==> src/rtl/math_equation_pipe.sv <==
// math_equation_pipe: three-stage valid/ready pipeline computing
//   q = ((K0 + K1*c) * (a - b) - (d <<< S)) >>> 1
// with runtime K0/K1/S and an optional saturating or wrapping output narrowing.
`timescale 1ns/1ps
module math_equation_pipe #(
  parameter int WIDTH     = 8,
  parameter int CW        = 4,
  parameter int MAX_SHIFT = 7,
  parameter int OUT_W     = 2*WIDTH+CW+2
) (
  input  logic                              clk,
  input  logic                              rst_n,
  input  logic                              valid_i,
  output logic                              ready_o,
  input  logic signed [WIDTH-1:0]           a,
  input  logic signed [WIDTH-1:0]           b,
  input  logic signed [WIDTH-1:0]           c,
  input  logic signed [WIDTH-1:0]           d,
  input  logic                              cfg_we,
  input  logic signed [CW-1:0]              cfg_k0,
  input  logic signed [CW-1:0]              cfg_k1,
  input  logic [$clog2(MAX_SHIFT+1)-1:0]    cfg_shift,
  input  logic                              cfg_sat,
  output logic                              valid_o,
  input  logic                              ready_i,
  output logic signed [OUT_W-1:0]           q,
  output logic                              ovf_o,
  output logic [15:0]                       beat_cnt_o
);

  localparam int QW = 2*WIDTH+CW+2;        // full-precision result width
  localparam int SW = $clog2(MAX_SHIFT+1); // shift-amount width
  localparam int LW = WIDTH+CW+1;          // K0 + K1*c
  localparam int DW = WIDTH+1;             // a - b
  localparam int HW = WIDTH+MAX_SHIFT;     // d <<< S
  localparam int RW = QW+1;                // prod - dsh before the halving

  // Out-of-range shift requests are pinned to the largest legal shift.
  function automatic logic [SW-1:0] clamp_shift(input logic [SW-1:0] s);
    if (int'(s) > MAX_SHIFT) return SW'(MAX_SHIFT);
    return s;
  endfunction

  // Narrow a QW-bit result to OUT_W bits; returns {ovf, value}.
  // The value fits when every bit from the OUT_W sign bit upward agrees.
  function automatic logic [OUT_W:0] narrow(input logic signed [QW-1:0] r,
                                            input logic               sat);
    logic [QW-OUT_W:0] top;
    logic              fits;
    logic [OUT_W-1:0]  res;
    top  = r[QW-1:OUT_W-1];
    fits = (&top) | ~(|top);
    if (fits || !sat) res = r[OUT_W-1:0];
    else if (r[QW-1]) res = {1'b1, {(OUT_W-1){1'b0}}};
    else              res = {1'b0, {(OUT_W-1){1'b1}}};
    return {~fits, res};
  endfunction

  logic signed [CW-1:0] k0_r, k1_r;
  logic [SW-1:0]        shift_r;
  logic                 sat_r;

  logic                 vld_p0, vld_p1;
  logic                 en_p0, en_p1, en_p2;
  logic                 acc;

  logic signed [LW-1:0] lin_w, lin_p0;
  logic signed [DW-1:0] diff_w, diff_p0;
  logic signed [HW-1:0] dsh_w, dsh_p0, dsh_p1;
  logic                 sat_p0, sat_p1;
  logic signed [QW-1:0] prod_w, prod_p1;
  logic signed [RW-1:0] sum_w;
  logic signed [QW-1:0] r_w;
  logic [OUT_W:0]       nar_w;

  // A stage may load when it is empty or its occupant moves on this cycle.
  assign en_p2   = !valid_o || ready_i;
  assign en_p1   = !vld_p1 || en_p2;
  assign en_p0   = !vld_p0 || en_p1;
  assign ready_o = en_p0;
  assign acc     = valid_i && en_p0;

  // Stage 0 arithmetic
  assign lin_w  = LW'(k0_r) + LW'(k1_r) * LW'(c);
  assign diff_w = DW'(a) - DW'(b);
  assign dsh_w  = HW'(d) <<< shift_r;

  // Stage 1 arithmetic
  assign prod_w = QW'(lin_p0) * QW'(diff_p0);

  // Stage 2 arithmetic: dropping the LSB of the QW+1-bit difference is the
  // floor-toward-minus-infinity halving.
  assign sum_w = RW'(prod_p1) - RW'(dsh_p1);
  assign r_w   = sum_w[RW-1:1];
  assign nar_w = narrow(r_w, sat_p1);

  // Configuration registers; a write is seen by beats accepted from the next cycle on.
  always_ff @(posedge clk or negedge rst_n) begin
    if (!rst_n) begin
      k0_r    <= CW'(1);
      k1_r    <= CW'(3);
      shift_r <= SW'(2);
      sat_r   <= 1'b1;
    end else if (cfg_we) begin
      k0_r    <= cfg_k0;
      k1_r    <= cfg_k1;
      shift_r <= clamp_shift(cfg_shift);
      sat_r   <= cfg_sat;
    end
  end

  // Stage occupancy and delivered-beat counter.
  always_ff @(posedge clk or negedge rst_n) begin
    if (!rst_n) begin
      vld_p0     <= 1'b0;
      vld_p1     <= 1'b0;
      valid_o    <= 1'b0;
      beat_cnt_o <= 16'd0;
    end else begin
      if (en_p0) vld_p0 <= valid_i;
      if (en_p1) vld_p1 <= vld_p0;
      if (en_p2) valid_o <= vld_p1;
      if (valid_o && ready_i) beat_cnt_o <= beat_cnt_o + 16'd1;
    end
  end

  // Stage 0 / stage 1 boundary: intermediate data, no reset needed.
  always_ff @(posedge clk) begin
    if (acc) begin
      lin_p0  <= lin_w;
      diff_p0 <= diff_w;
      dsh_p0  <= dsh_w;
      sat_p0  <= sat_r;
    end
    if (en_p1 && vld_p0) begin
      prod_p1 <= prod_w;
      dsh_p1  <= dsh_p0;
      sat_p1  <= sat_p0;
    end
  end

  // Stage 2 / output register: held while the consumer stalls.
  always_ff @(posedge clk or negedge rst_n) begin
    if (!rst_n) begin
      q     <= '0;
      ovf_o <= 1'b0;
    end else if (en_p2 && vld_p1) begin
      ovf_o <= nar_w[OUT_W];
      q     <= nar_w[OUT_W-1:0];
    end
  end

endmodule

==> config.mk <==
export PLATFORM = sky130hd
export DESIGN_NAME = math_equation_pipe
export DESIGN_NICKNAME = d
export VERILOG_FILES = /design/src/rtl/math_equation_pipe.sv
export SDC_FILE = /design/constraint.sdc
export NUM_CORES = 1
export LEC_CHECK = 0
export CORE_MARGIN = 5
export CORE_UTILIZATION = 61
export DETAILED_ROUTE_END_ITERATION = 16
export PLACE_DENSITY_LB_ADDON = 0.25
export SYNTH_ARGS = -nofsm -noshare
export SYNTH_HDL_FRONTEND = slang
export SYNTH_SLANG_ARGS = --single-unit
==> constraint.sdc <==
create_clock -name clk -period 5.5 [get_ports clk]
set_input_delay 1.1 -clock clk [delete_from_list [all_inputs] [get_ports clk]]
set_output_delay 1.1 -clock clk [all_outputs]
set_load 0.05 [all_outputs]
======== Word-level counts from Yosys, hierarchy flattened ========
Index checks and enable logic that the tools add are counted.
Widths: inputs -> output; s select.
storage, ports and cells
  bits in registers ....................... 126
  input port bits ......................... 49
  output and inout bits ................... 41
  logic and storage cells ................. 30
operators by class
  $add $sub $neg .......................... 4
  multipliers ............................. 2
  shift-type cells ........................ 1
  reduce and logical (&&, ||, !) cells .... 10
operators by type and width
  kind                   number
  $sub 22x15->23         1
  $mul 13x9->22          1
  $add 16x1->16 const B  1
  $sshl 8x3->15          1
  $add 4x12->13          1
  $mul 4x8->12           1
  $sub 8x8->9            1
  $logic_and 1x1->1      4
  $logic_not 1->1        3
  $logic_or 1x1->1       3

======== Depth between registers and ports, before layout ========
  word-level depth ........................ 5
  mapped depth ............................ 18
  gate-level depth less buffers ........... 17

======== Least setup slack after synthesis ========
Ideal clock, no wire load.
  path type ............................... register to register
  from .................................... register diff_p0[1]
  to ...................................... register prod_p1[21] (data pin)
  setup time .............................. 0.260 ns
  arrival time ............................ 4.759 ns
  required time ........................... 5.240 ns
  path slack .............................. 0.481 ns
  stages on the path, launching flop included .. 17
  path buffers ............................ 1
  period minus slack after synthesis ...... 5.019 ns
  path through ............................ edfxtp_1 > clkbuf_1 > and2_1 > fa_1 > inv_1 > fa_1 > inv_1 > fa_1 > inv_1 > fa_1 > inv_1 > ha_1 > ha_1 > inv_1 > or3b_2 > a31oi_1 > xnor2_1
on the way
  word-level cells in the longest chain between the ends .. 1
RTL lines
  element                 line  RTL
  from (decl)             68    logic signed [DW-1:0] diff_w, diff_p0;
  from (signal assigned)  131   diff_p0 <= diff_w;
  $mul 13x9->22           89    assign prod_w = QW'(lin_p0) * QW'(diff_p0);
  named net prod_w[21]    71    logic signed [QW-1:0] prod_w, prod_p1;
  to (signal assigned)    136   prod_p1 <= prod_w;
  to (decl)               71
The timed path passes the listed nets, and every way through them passes these cells.
A chain may end at the register's enable or synchronous reset.

======== Final worst setup path ========
  from .................................... register diff_p0[0]
  to ...................................... register prod_p1[21] (data pin)
Same word-level chain as after synthesis.

==> results list <==
- Antenna-violating nets left: 0
- The first detailed-routing pass ran for 5 iterations.
* Core footprint: 18710 um2
* Syn Area/Cell: 10.26 um2
- Largest buffer count on any clock path: 2
* Number of enable-type register cells in the synthesized netlist: 74
* Main synth FF type: edfxtp_1
- 0 antenna diodes ended up in the layout.
- Count of cell types in the netlist: 68
- CP Max Fanout: 13
- Slew of the pin with the lowest slew margin: 0.6362 ns
- The flow ran to the end, and the final reports show no timing, DRC or antenna violations.
- CTS tree: yes
- After floorplanning, the core was divided into 50 placement rows.
- Sequential cells were found to cover 30.50% of the synthesized design area.
- After filler insertion, the fill cell instance count of the layout stands at 1405.
- Number of clock buffers inserted by TritonCTS: 17
- At the worst endpoint, the required time is 5.66 ns.
- GPL Wtd Cong: 0.8719
- The largest single stage delay on the critical path is 0.65 ns.
- The final number of hold-violating endpoints was 0.
- Count of max-cap constraint violations: 0
- Among all stages on the critical path, the largest delay is contributed by edfxtp_1.
* Clock tree root buffer cell: clkbuf_16
- Total number of vias: 7939
- Setup crit end kind: flip-flop
- Category of cells accounting for the largest share of critical-path delay: adder cells
- Measured against its own limit, the worst slew margin works out to 57.58%.
- For the worst-skew pair, the clock arrives at the later sink with an insertion delay of 0.42 ns.
- Leaving out fill and tap cells, the most frequent cell in the layout is inv_1.
- The initial utilization of the core area, before any placement, comes to 61.85%.
* GRT Residual Overflow: 0
* Global-route wire length before repair: 39230 um
- The via count of the first global-routing pass was 8362.
- Share of async-settable or async-resettable flops after synthesis: 41.27%
- Cts-stage hold buffer count: 0
- Count of routing violations after the opening detailed-route iteration: 476
- The die covers 21820 um2.
- Synthesis produced 1128 cells.
- After the last flow step, the layout net total stands at 1494.
* Synth Warn #: 0
- Min-delay worst type: reg2reg
* Mean number of vias per cell: 5.415
* Setup clock skew after layout: 0.01009 ns
* Chip Width: 147.7 um
- Setup TNS: 0 ns
- Layout overhead on the synthesized area: 14.93%
* Residual DRC count: 0
- Clock-pin slew on the worst setup and hold paths: 0.06 ns
- Category of the worst setup path launch point: flip-flop
* Cell type with the highest occurrence count on the critical path: fa_1
- Drt wl/cell: 15.06 um
- Setup repair after global routing missed its margin: no
- Post-synthesis register bit count: 126
- Post-synthesis instance area: 11570 um2
* Max-slew violations: 0
- Overall track demand over capacity in global routing: 22.06%
* Type of the setup path with the least slack: reg2reg
* Tcrit/Tclk final: 96.23%
- Ports placed on the boundary: 90
- Initial antenna violation count: 0
- Total Routed Length: 22080 um
- In the layout the commonest cells are inv_1 (156), fa_1 (128), nand2_1 (126).
* # setup viols final: 0
* Number of levels in the clock H-tree: 4
- The number of nets handed over by synthesis was 1403.
- During placement, the flow inserted port buffers numbering 87.
- Detailed Place HPWL: 17540 um
- Share of layout cells above drive strength 1: 6.899%
* Crit path cell chain: nand2_1, fa_1, inv_1, fa_1, inv_1, fa_1, inv_1, fa_1, fa_1, ha_1, o21ai_0, o21bai_1, a31o_2, or3b_2, a31oi_1, xnor2_1
- From bottom edge to top edge, the die measures 147.7 um.
- Highest clock rate: 0.1889 GHz
- Number of buffers and inverters on the critical path: 3
- Clock sink total: 126
* Post-route minimum period: 5.293 ns
- CP Data Arrival Time: 5.45 ns
* Largest net degree at the start of global routing: 53
area by class of cell:
| class | count | area (um2) | area share (%) |
|---|---|---|---|
| Sequential cell | 126 | 3528 | 26.53 |
| Inverter | 157 | 589.3 | 4.432 |
| Tap cell | 234 | 292.8 | 2.202 |
| Clock inverter | 14 | 133.9 | 1.007 |
| Multi-Input combinational cell | 812 | 7323 | 55.07 |
| Clock buffer | 18 | 429.2 | 3.227 |
| Timing Repair Buffer | 105 | 1001 | 7.527 |
logic make-up (layout without fill, tap and decap cells):
| logic type | Yosys count | after routing | share of synthesized area (%) |
|---|---|---|---|
| and+or+nand+nor | 345 | 345 | 15.15 |
| adders and majority gates | 226 | 226 | 32.75 |
| buffers and inverters | 190 | 294 | 6.207 |
| AOI/OAI and AO/OA | 156 | 156 | 8.652 |
| DFF | 126 | 126 | 30.50 |
| xor gates and xnor gates | 63 | 63 | 4.769 |
| muxes | 21 | 21 | 1.947 |
| other | 1 | 1 | 0.03241 |
worst reg2reg max path, delay by kind of cell, from the launching register on:
family                     cells  cell delay [ns]
adders and majority gates      6             2.78
buffers and inverters          3             0.17
and+or+nand+nor                2             0.63
AOI/OAI and AO/OA              4             0.72
xor gates and xnor gates       1             0.09
DFF                            1             0.65
synth_stat cells, drive strengths merged, types with 3 or more instances:
| cell type | number | area (um2) |
|---|---|---|
| fa | 128 | 2562 |
| and3 | 4 | 25.02 |
| a211oi | 6 | 45.04 |
| and2 | 74 | 462.9 |
| ha | 98 | 1226 |
| nand2b | 19 | 118.9 |
| and4 | 3 | 26.28 |
| a21boi | 5 | 41.29 |
| or4 | 3 | 22.52 |
| buf | 3 | 16.26 |
| clkbuf | 30 | 112.6 |
| a21o | 13 | 97.59 |
| o211ai | 3 | 22.52 |
| edfxtp | 74 | 2222 |
| nand4 | 10 | 62.56 |
| dfrtp | 48 | 1201 |
| mux2 | 12 | 135.1 |
| mux2i | 9 | 90.09 |
| nor3 | 17 | 90.09 |
| o21a | 5 | 37.54 |
| xor2 | 16 | 140.1 |
| nor2 | 44 | 167.7 |
| nand2 | 126 | 473.0 |
| or3 | 8 | 60.06 |
| xnor2 | 47 | 411.6 |
| nor3b | 7 | 52.55 |
| a31oi | 7 | 65.06 |
| nand3 | 11 | 55.05 |
| dfstp | 4 | 105.1 |
| nor2b | 9 | 58.81 |
| a21oi | 35 | 182.7 |
| o21ai | 59 | 302.8 |
| inv | 156 | 585.6 |
metal layers:
layer  vias up  track usage [%]  share of wire, %
li1       3902                -                 -
met1      3877            28.02                43
met2       144            39.62                53
met3        16            4.169               3.5
met4         0            4.520              0.96
met5         -                0                 0
state kept, by name, indices dropped and copies added, names as in the netlist:
name	flops
dsh_p0	15
lin_p0	13
shift_r	3
valid_o	1
prod_p1	22
q	22
vld_p0	1
dsh_p1	15
beat_cnt_o	16
k0_r	4
k1_r	4
diff_p0	9
vld_p1	1
per-stage QoR:
stage / util [%] / area, um2 / worst slack [ns] / cells / hold slack [ns]
4_1_cts: 70.93 / 13270 / 0.2205 / 1462 / 0.4114
2_1_floorplan: - / 11570 / 0.4812 / 1128 / 0.4003
5_1_grt: 71.09 / 13300 / 0.009943 / 1466 / 0.4389
6_report: 71.09 / 13300 / 0.2074 / 1466 / 0.4093
3_3_place_gp: 67.92 / 12700 / 0.3172 / 1430 / 0.4009
3_5_place_dp: 67.92 / 12700 / 0.2220 / 1430 / 0.4045
worst paths after layout:
kind,from,endpoint,slack [ns],cells after the start
setup / recovery,diff_p0[0]$_DFFE_PP_,prod_p1[21]$_DFFE_PP_,0.21,16
hold / removal,dsh_p0[0]$_SDFFCE_PP0P_,dsh_p1[0]$_DFFE_PP_,0.41,0
setup reg to reg,diff_p0[0]$_DFFE_PP_,prod_p1[21]$_DFFE_PP_,0.21,16
hold reg to reg,dsh_p0[0]$_SDFFCE_PP0P_,dsh_p1[0]$_DFFE_PP_,0.41,0
max in group asynchronous,rst_n,k0_r[2]$_DFFE_PN0P_,4.28,2
min in group asynchronous,rst_n,beat_cnt_o[5]$_DFFE_PN0P_,0.79,2
repair_timing:
action,CTS,global route
endpoints found under the setup margin,0,3
setup buffers,0,4
resized for setup,0,1
Power is not shown: default switching activity piles up to over one toggle a cycle in this logic, so the estimate is an artifact.
